==> src/rtl/line_fill_engine.sv <==
// rtl/line_fill_engine.sv - cache-line read-fill / write-back engine toward word-wide main memory
module line_fill_engine #(
    parameter int WORD_WIDTH     = 32,
    parameter int ADDR_WIDTH     = 32,
    parameter int WORDS_PER_LINE = 4,
    localparam int LW            = $clog2(WORDS_PER_LINE),
    localparam int LINE_WIDTH    = WORD_WIDTH * WORDS_PER_LINE,
    localparam int LA            = ADDR_WIDTH - 2 - LW
) (
    input  logic                    clk,
    input  logic                    rst,
    input  logic                    req_valid,
    output logic                    req_ready,
    input  logic                    req_write,
    input  logic [LA-1:0]           req_line_addr,
    input  logic [LINE_WIDTH-1:0]   req_wdata,
    output logic                    resp_valid,
    input  logic                    resp_ready,
    output logic                    resp_write,
    output logic [LINE_WIDTH-1:0]   resp_rdata,
    output logic [WORD_WIDTH-1:0]   mem_write_data,
    output logic [ADDR_WIDTH-3:0]   mem_write_addr,
    output logic                    mem_write_en,
    output logic [ADDR_WIDTH-3:0]   mem_read_addr,
    output logic                    mem_read_addr_valid,
    input  logic                    mem_read_ready,
    input  logic [WORD_WIDTH-1:0]   mem_read_data,
    input  logic                    mem_read_valid
);

    typedef enum logic [2:0] {IDLE, WR, RD_REQ, RD_WAIT, RESP} state_t;

    localparam logic [LW-1:0] LAST_IDX = LW'(WORDS_PER_LINE - 1);

    state_t                  state;
    logic [LW-1:0]           word_idx;
    logic [LA-1:0]           line_addr;
    logic [LINE_WIDTH-1:0]   wbuf;
    logic [LINE_WIDTH-1:0]   rbuf;
    logic [LINE_WIDTH-1:0]   filled;
    logic [LW-1:0]           next_idx;

    // Line buffer with the word arriving this cycle merged in at word_idx.
    always_comb begin
        filled = rbuf;
        filled[word_idx*WORD_WIDTH +: WORD_WIDTH] = mem_read_data;
        next_idx = word_idx + 1'b1;
    end

    always_ff @(posedge clk) begin
        if (rst) begin
            state               <= IDLE;
            word_idx            <= '0;
            line_addr           <= '0;
            wbuf                <= '0;
            rbuf                <= '0;
            req_ready           <= 1'b1;
            resp_valid          <= 1'b0;
            resp_write          <= 1'b0;
            resp_rdata          <= '0;
            mem_write_data      <= '0;
            mem_write_addr      <= '0;
            mem_write_en        <= 1'b0;
            mem_read_addr       <= '0;
            mem_read_addr_valid <= 1'b0;
        end else begin
            case (state)
                IDLE: begin
                    if (req_valid) begin
                        line_addr <= req_line_addr;
                        word_idx  <= '0;
                        req_ready <= 1'b0;
                        if (req_write) begin
                            state          <= WR;
                            mem_write_en   <= 1'b1;
                            mem_write_addr <= {req_line_addr, {LW{1'b0}}};
                            mem_write_data <= req_wdata[WORD_WIDTH-1:0];
                            wbuf           <= req_wdata >> WORD_WIDTH;
                        end else begin
                            state               <= RD_REQ;
                            rbuf                <= '0;
                            mem_read_addr_valid <= 1'b1;
                            mem_read_addr       <= {req_line_addr, {LW{1'b0}}};
                        end
                    end
                end
                WR: begin
                    // wbuf is pre-shifted so its low word is always the next word to write.
                    if (word_idx == LAST_IDX) begin
                        state        <= RESP;
                        mem_write_en <= 1'b0;
                        resp_valid   <= 1'b1;
                        resp_write   <= 1'b1;
                        resp_rdata   <= '0;
                    end else begin
                        word_idx       <= next_idx;
                        mem_write_addr <= {line_addr, next_idx};
                        mem_write_data <= wbuf[WORD_WIDTH-1:0];
                        wbuf           <= wbuf >> WORD_WIDTH;
                    end
                end
                RD_REQ: begin
                    if (mem_read_addr_valid && mem_read_ready) begin
                        state               <= RD_WAIT;
                        mem_read_addr_valid <= 1'b0;
                    end
                end
                RD_WAIT: begin
                    if (mem_read_valid) begin
                        rbuf <= filled;
                        if (word_idx == LAST_IDX) begin
                            state      <= RESP;
                            resp_valid <= 1'b1;
                            resp_write <= 1'b0;
                            resp_rdata <= filled;
                        end else begin
                            word_idx            <= next_idx;
                            state               <= RD_REQ;
                            mem_read_addr_valid <= 1'b1;
                            mem_read_addr       <= {line_addr, next_idx};
                        end
                    end
                end
                RESP: begin
                    if (resp_ready) begin
                        state      <= IDLE;
                        resp_valid <= 1'b0;
                        req_ready  <= 1'b1;
                    end
                end
                default: state <= IDLE;
            endcase
        end
    end

endmodule

==> config.mk <==
export PLATFORM = sky130hd
export DESIGN_NAME = line_fill_engine
export DESIGN_NICKNAME = d
export VERILOG_FILES = /design/src/rtl/line_fill_engine.sv
export SDC_FILE = /design/constraint.sdc
export NUM_CORES = 1
export LEC_CHECK = 0
export ABC_AREA = 0
export BUFFER_PORTS_ARGS = -buffer_cell sky130_fd_sc_hd__buf_2
export CAP_MARGIN = 20
export CORE_MARGIN = 2
export CORE_UTILIZATION = 58
export CTS_CLUSTER_DIAMETER = 150
export DETAILED_ROUTE_END_ITERATION = 10
export PLACE_DENSITY_LB_ADDON = 0.2
export SYNTH_ARGS = -nofsm -noshare
export SYNTH_HDL_FRONTEND = slang
export SYNTH_SLANG_ARGS = --single-unit
==> constraint.sdc <==
create_clock -name clk -period 3.85 [get_ports clk]
set_clock_uncertainty 0.05 [all_clocks]
set_input_delay 0.1925 -clock clk [delete_from_list [all_inputs] [get_ports clk]]
set_output_delay 0.1925 -clock clk [all_outputs]
set_load 0.005 [all_outputs]
# Word level (Yosys, flattened, before mapping)
# Index checks and enable logic that the tools add are counted.
# classes
n_addsub	2
eq_ne	15
shift	2
n_mux	57
reduce_logical	20
# op_table
op	n
128-bit two-way mux	9
128-bit case mux with 2 select lines	3
30-bit two-way mux	6
128-bit bitwise mux	1
32-bit by 34-bit variable shift with 128-bit output (first input constant)	1
32-bit by 34-bit indexed part select with 128-bit output	1
30-bit case mux with 2 select lines	2
32-bit two-way mux	3
32-bit case mux with 2 select lines	1
7-bit negation with 34-bit output	1
2-bit != test (second input constant)	10
3-bit two-way mux	6
4-bit AND reduction	4
1-bit two-way mux	15
3-bit case mux with 5 select lines	1
5-bit AND reduction	2
3-bit AND reduction	3
3-bit nonzero test	3
2-bit two-way mux	4
2-bit nonzero test	4
3-bit by 2-bit == test with 1-bit output (second input constant)	2
1-bit case mux with 2 select lines	3
1-bit case mux with 3 select lines	2
2-bit case mux with 3 select lines	1
8 further kinds	8
# word_totals
ff_bits	514
inputBits	195
output_inout_bits	225
word_cells	110

# Longest topological paths before layout
# logic_depth
ltp_word	6
ltp_mapped	9
ltp_nobuf	6

# Least setup slack after synthesis
# Ideal clock, no wire load.
# synth_timing
path_kind	register to register
startpoint	register word_idx[0]
endpoint	register rbuf[86]
setup_time_ps	59
t_arrival_ps	2440
required_ps	3741
path_slack_ps	1301
stages_incl_launch_ff	10
path_buffers	3
synth_period_minus_slack_ps	2549
cell_sequence	dfxtp_1 clkbuf_1 inv_1 ha_1 or4bb_1 nor4_4 and2_1 buf_4 buf_6 a22o_1
# synth_between
elab_chain_len	5
word_cells_on_any_way	6
cone_classes	add/sub (1); shift (2); mux (3)
# synth_rtl
element	line_no	rtl
start, declared	36	logic [LW-1:0] word_idx;
start signal, assigned	96	word_idx <= next_idx;
start signal, assigned	117	word_idx <= next_idx;
7-bit negation with 34-bit output (*)	46	filled[word_idx*WORD_WIDTH +: WORD_WIDTH] = mem_read_data;
32-bit by 34-bit indexed part select with 128-bit output / 32-bit by 34-bit variable shift with 128-bit output (equally long branches)	46	
128-bit bitwise mux (*)	46	
128-bit two-way mux (*)	109	if (mem_read_valid) begin
128-bit case mux with 2 select lines (*)	67	case (state)
end signal, assigned	110	rbuf <= filled;
end, declared	39	logic [LINE_WIDTH-1:0] rbuf;
# Every way passes the cells marked *; elsewhere a longest branch is shown, timed or not. The select of a mux whose other input is x is not followed.
# A chain may end at the register's enable or synchronous reset.

# Final worst setup path
# layout_timing
startpoint	register word_idx[0]
endpoint	register rbuf[91]
# The elaborated chain is that of the path after synthesis.

==> impl_metrics.csv <==
group,metric,value,unit
outcome,status,"complete, no violations",
route,first_pass_iters,5,
power,total_power,12.0,mW
place,dp_hpwl,36000,um
cts,clk_path_buf_depth,3,
route,routed-via-count,19100,
route,drtAntennaViolNets,0,
cts,insertion_delay,550,ps
grt,first_global_vias,18300,
hold_path,whs_path_depth,3,
hold_path,holdPathEnd,"resp_rdata[80]",
synth,synth_top_family_by_area,"compound AO/OA/AOI/OAI gates",
cts,htree_levels,2,
layout,syn_to_final_growth,30.7,%
sta,slew_headroom,29.8,%
synth,synthSimpleGateAreaFrac,19.7,%
setup_path,r2r-start,"word_idx[0]",
cts,clock_sinks,482,
setup_path,worstReg2RegEnd,"rbuf[91]",
cts,cts_setup_buffers,0,
setup_path,ff2ff_path_depth,7,
setup_path,critPathArrivalTime,3720,ps
sta,worstMarginPinSlew,1050,ps
sta,grt_setup_unrepaired,"no",
route,drc,0,
synth,ys.flop_type,"dfxtp_1",
synth,yosys_warnings,0,
sta,hold_ws,31.6,ps
sta,fmax,0.304,GHz
power,power.leakage,10.4,nW
place,place.gp.congestion,0.843,
cts,cts_buffers,48,
synth,async_flop_share,0,%
synth,yosysTopAreaCell,"dfxtp_1",
cts,cts_root_buffer,"clkbuf_16",
sta,drv_slew,0,
floorplan,coreArea,0.0325,sq mm
hold_path,min_path_type,"input port to flip-flop",
synth,netlist_area,0.0190,sq mm
setup_path,path_cells,"inv_1 -> ha_1 -> or4bb_1 -> nor4_4 -> buf_4 -> and2_1 -> a22o_1",
floorplan,die_y,185,um
sta,fin_crit,3290,ps
synth,synthAdderAreaFrac,0.394,%
synth,synth.area.mux_share,0.164,%
route,wire_per_inst,20.0,um
floorplan,die_x,185,um
place,place_inst,2876,
setup_path,endpoint_kind,"flip-flop",
synth,syn-num-nets,2387,
grt,antenna_found_initial,9,
setup_path,crit_slowest_cell,"ha_1",
route,drtIter0Drc,1982,
setup_path,max_stage_delay,680,ps
route,drt_wl_total,63300,um
layout,design_area,0.0249,sq mm
synth,synth.distinct_cells,49,
place,dpl-instance-area,0.0213,sq mm
flow_run,drv_cap,0,
layout,final_layout_size_suffix_gt1_share,20.4,%
synth,synth_edf_count,0,
synth,syn_inst,2186,
sta,hold_viol,0,
route,routed_via_density,6.04,
layout,fin_util,76.7,%
place,io_buffers,419,
grt,gr-total-overflow,0,
layout,num-nets-final,2876,
layout,num-fill-cells,2177,
setup_path,cp-start-kind,"flip-flop",
floorplan,dieArea,0.0343,sq mm
synth,synth_seq_cells,482,
synth,syn_avg_cell_area,8.71,sq um
grt,grt_max_degree,228,
synth,synthTopCellsByArea,"dfxtp_1 51%, a22o_1 9.5%, nand2_1 8.0%, a311oi_1 7.0%, nor2_1 5.3%",
sta,finalSetupTns,0,ps
synth,synth-compound-area-share,24.4,%
grt,grt_usage,35.3,%
setup_path,path_max_fanout,19,
floorplan,rows,66,
sta,fin_crit_sh,85.4,%
power,ir_worst_vdd,0.000334,V
synth,synthXorXnorAreaFrac,0,%
layout,final-instance-count-excl-fill,3164,
power,pwr_density_cell,482,mW/mm^2
sta,setup-violations-final,0,
place,post-place-ws,601,ps
grt,grt_pass1_wl,97400,um
setup_path,critPathKind,"flip-flop to flip-flop",
synth,yosysSeqAreaShare,50.7,%
floorplan,io_pins,420,
hold_path,min_from,"mem_read_data[16]",
setup_path,regToRegSetupSlack,560,ps
cts,cts_tree,"done",
sta,layout_setup_ws,561,ps
setup_path,required,4290,ps
cts,path_clk_slew,60,ps
synth,synth_top_area_share,50.7,%
floorplan,start_util,58.7,%
## repair_timing
action                    CTS  global route
hold buffers              191             0
resized for setup           0             0
hold endpoints to repair  270             0
## registers in the layout (all words and copies together), names as in the netlist
register / flops
rbuf: 128
resp_rdata: 128
wbuf: 96
mem_write_data: 32
mem_read_addr: 30
mem_write_addr: 30
line_addr: 28
state: 3
word_idx: 2
mem_read_addr_valid: 1
mem_write_en: 1
req_ready: 1
resp_valid: 1
resp_write: 1
## cell families after synthesis
group / after synthesis
AND/OR/NAND/NOR: 873
AO/OA/AOI/OAI: 610
flip-flops: 482
adder cells (fa/ha/maj): 6
multiplexers: 3
buffers and inverters: 212
## power breakdown
group / switching [mW] / total (mW) / leakage (nW) / internal [mW]
combinational: 1.01 / 1.65 / 5.67 / 0.640
clock: 1.98 / 4.89 / 0.816 / 2.91
sequential: 0.184 / 5.45 / 3.92 / 5.26
## synth_stat cells, types with 6 or more instances
cell,count
nor3_1,17
buf_2,59
ha_1,6
a311oi_1,152
o2bb2ai_1,34
and2b_1,6
nor2_1,270
nor2b_1,110
a21oi_1,183
a221oi_1,16
clkbuf_1,138
nand2_1,408
a22o_1,207
dfxtp_1,482
buf_1,7
nand3_1,38
## worst max-delay path by stage
stage / from / endpoint / slack, ps / cells past startpoint
floorplan: word_idx[0] / rbuf[86] / 1300 / 9
global placement: word_idx[0] / rbuf[92] / 780 / 7
detailed placement: word_idx[0] / rbuf[88] / 600 / 7
CTS: word_idx[0] / rbuf[88] / 550 / 7
global route: word_idx[0] / rbuf[95] / 310 / 7
finish: word_idx[0] / rbuf[91] / 560 / 7
## layer usage
layer,wire [um],part of all wire (%),vias to the layer above,global-route usage (%)
met2,29300,46,1084,56.4
met5,0,0,-,0
met1,24600,39,9004,43.8
met4,3530,5.6,0,19.3
li1,-,-,8737,-
met3,5870,9.3,272,8.69
## worst max-delay path: cells and delay by family, from the launching register on
kind                     cells  cell delay [ps]
buffers and inverters        2              500
adder cells (fa/ha/maj)      1              680
AND/OR/NAND/NOR              3             1300
AO/OA/AOI/OAI                1              210
flip-flops                   1              470
## cell type report
type	instances	area, sq um	area share (%)
antenna	12	30.0	0.121
clock buffer	68	1430	5.74
clock inverter	17	226	0.910
inverter	4	15.0	0.0603
multi-input combinational	1492	8590	34.5
sequential	482	9650	38.8
tap	442	553	2.22
timing repair buffer	647	4390	17.6
## cell usage in the layout (no fill, tap or decap), types with 5 or more instances in the layout
cell | synthesis | routed
buf_2 | 59 | 418
o2bb2ai_1 | 34 | 34
and2b_1 | 6 | 6
diode_2 | 0 | 12
clkbuf_16 | 0 | 49
nor3_1 | 17 | 17
nand3_1 | 38 | 38
clkinv_2 | 0 | 7
dlygate4sd3_1 | 0 | 191
clkbuf_1 | 138 | 6
nor2b_1 | 110 | 110
a21oi_1 | 183 | 183
nor2_1 | 270 | 268
clkbuf_8 | 0 | 13
dfxtp_1 | 482 | 482
ha_1 | 6 | 6
a311oi_1 | 152 | 152
nand2_1 | 408 | 406
buf_12 | 0 | 6
a22o_1 | 207 | 207
bufinv_16 | 0 | 5
a221oi_1 | 16 | 16
buf_4 | 3 | 30
Note: power is estimated with default switching activity, not from simulation.
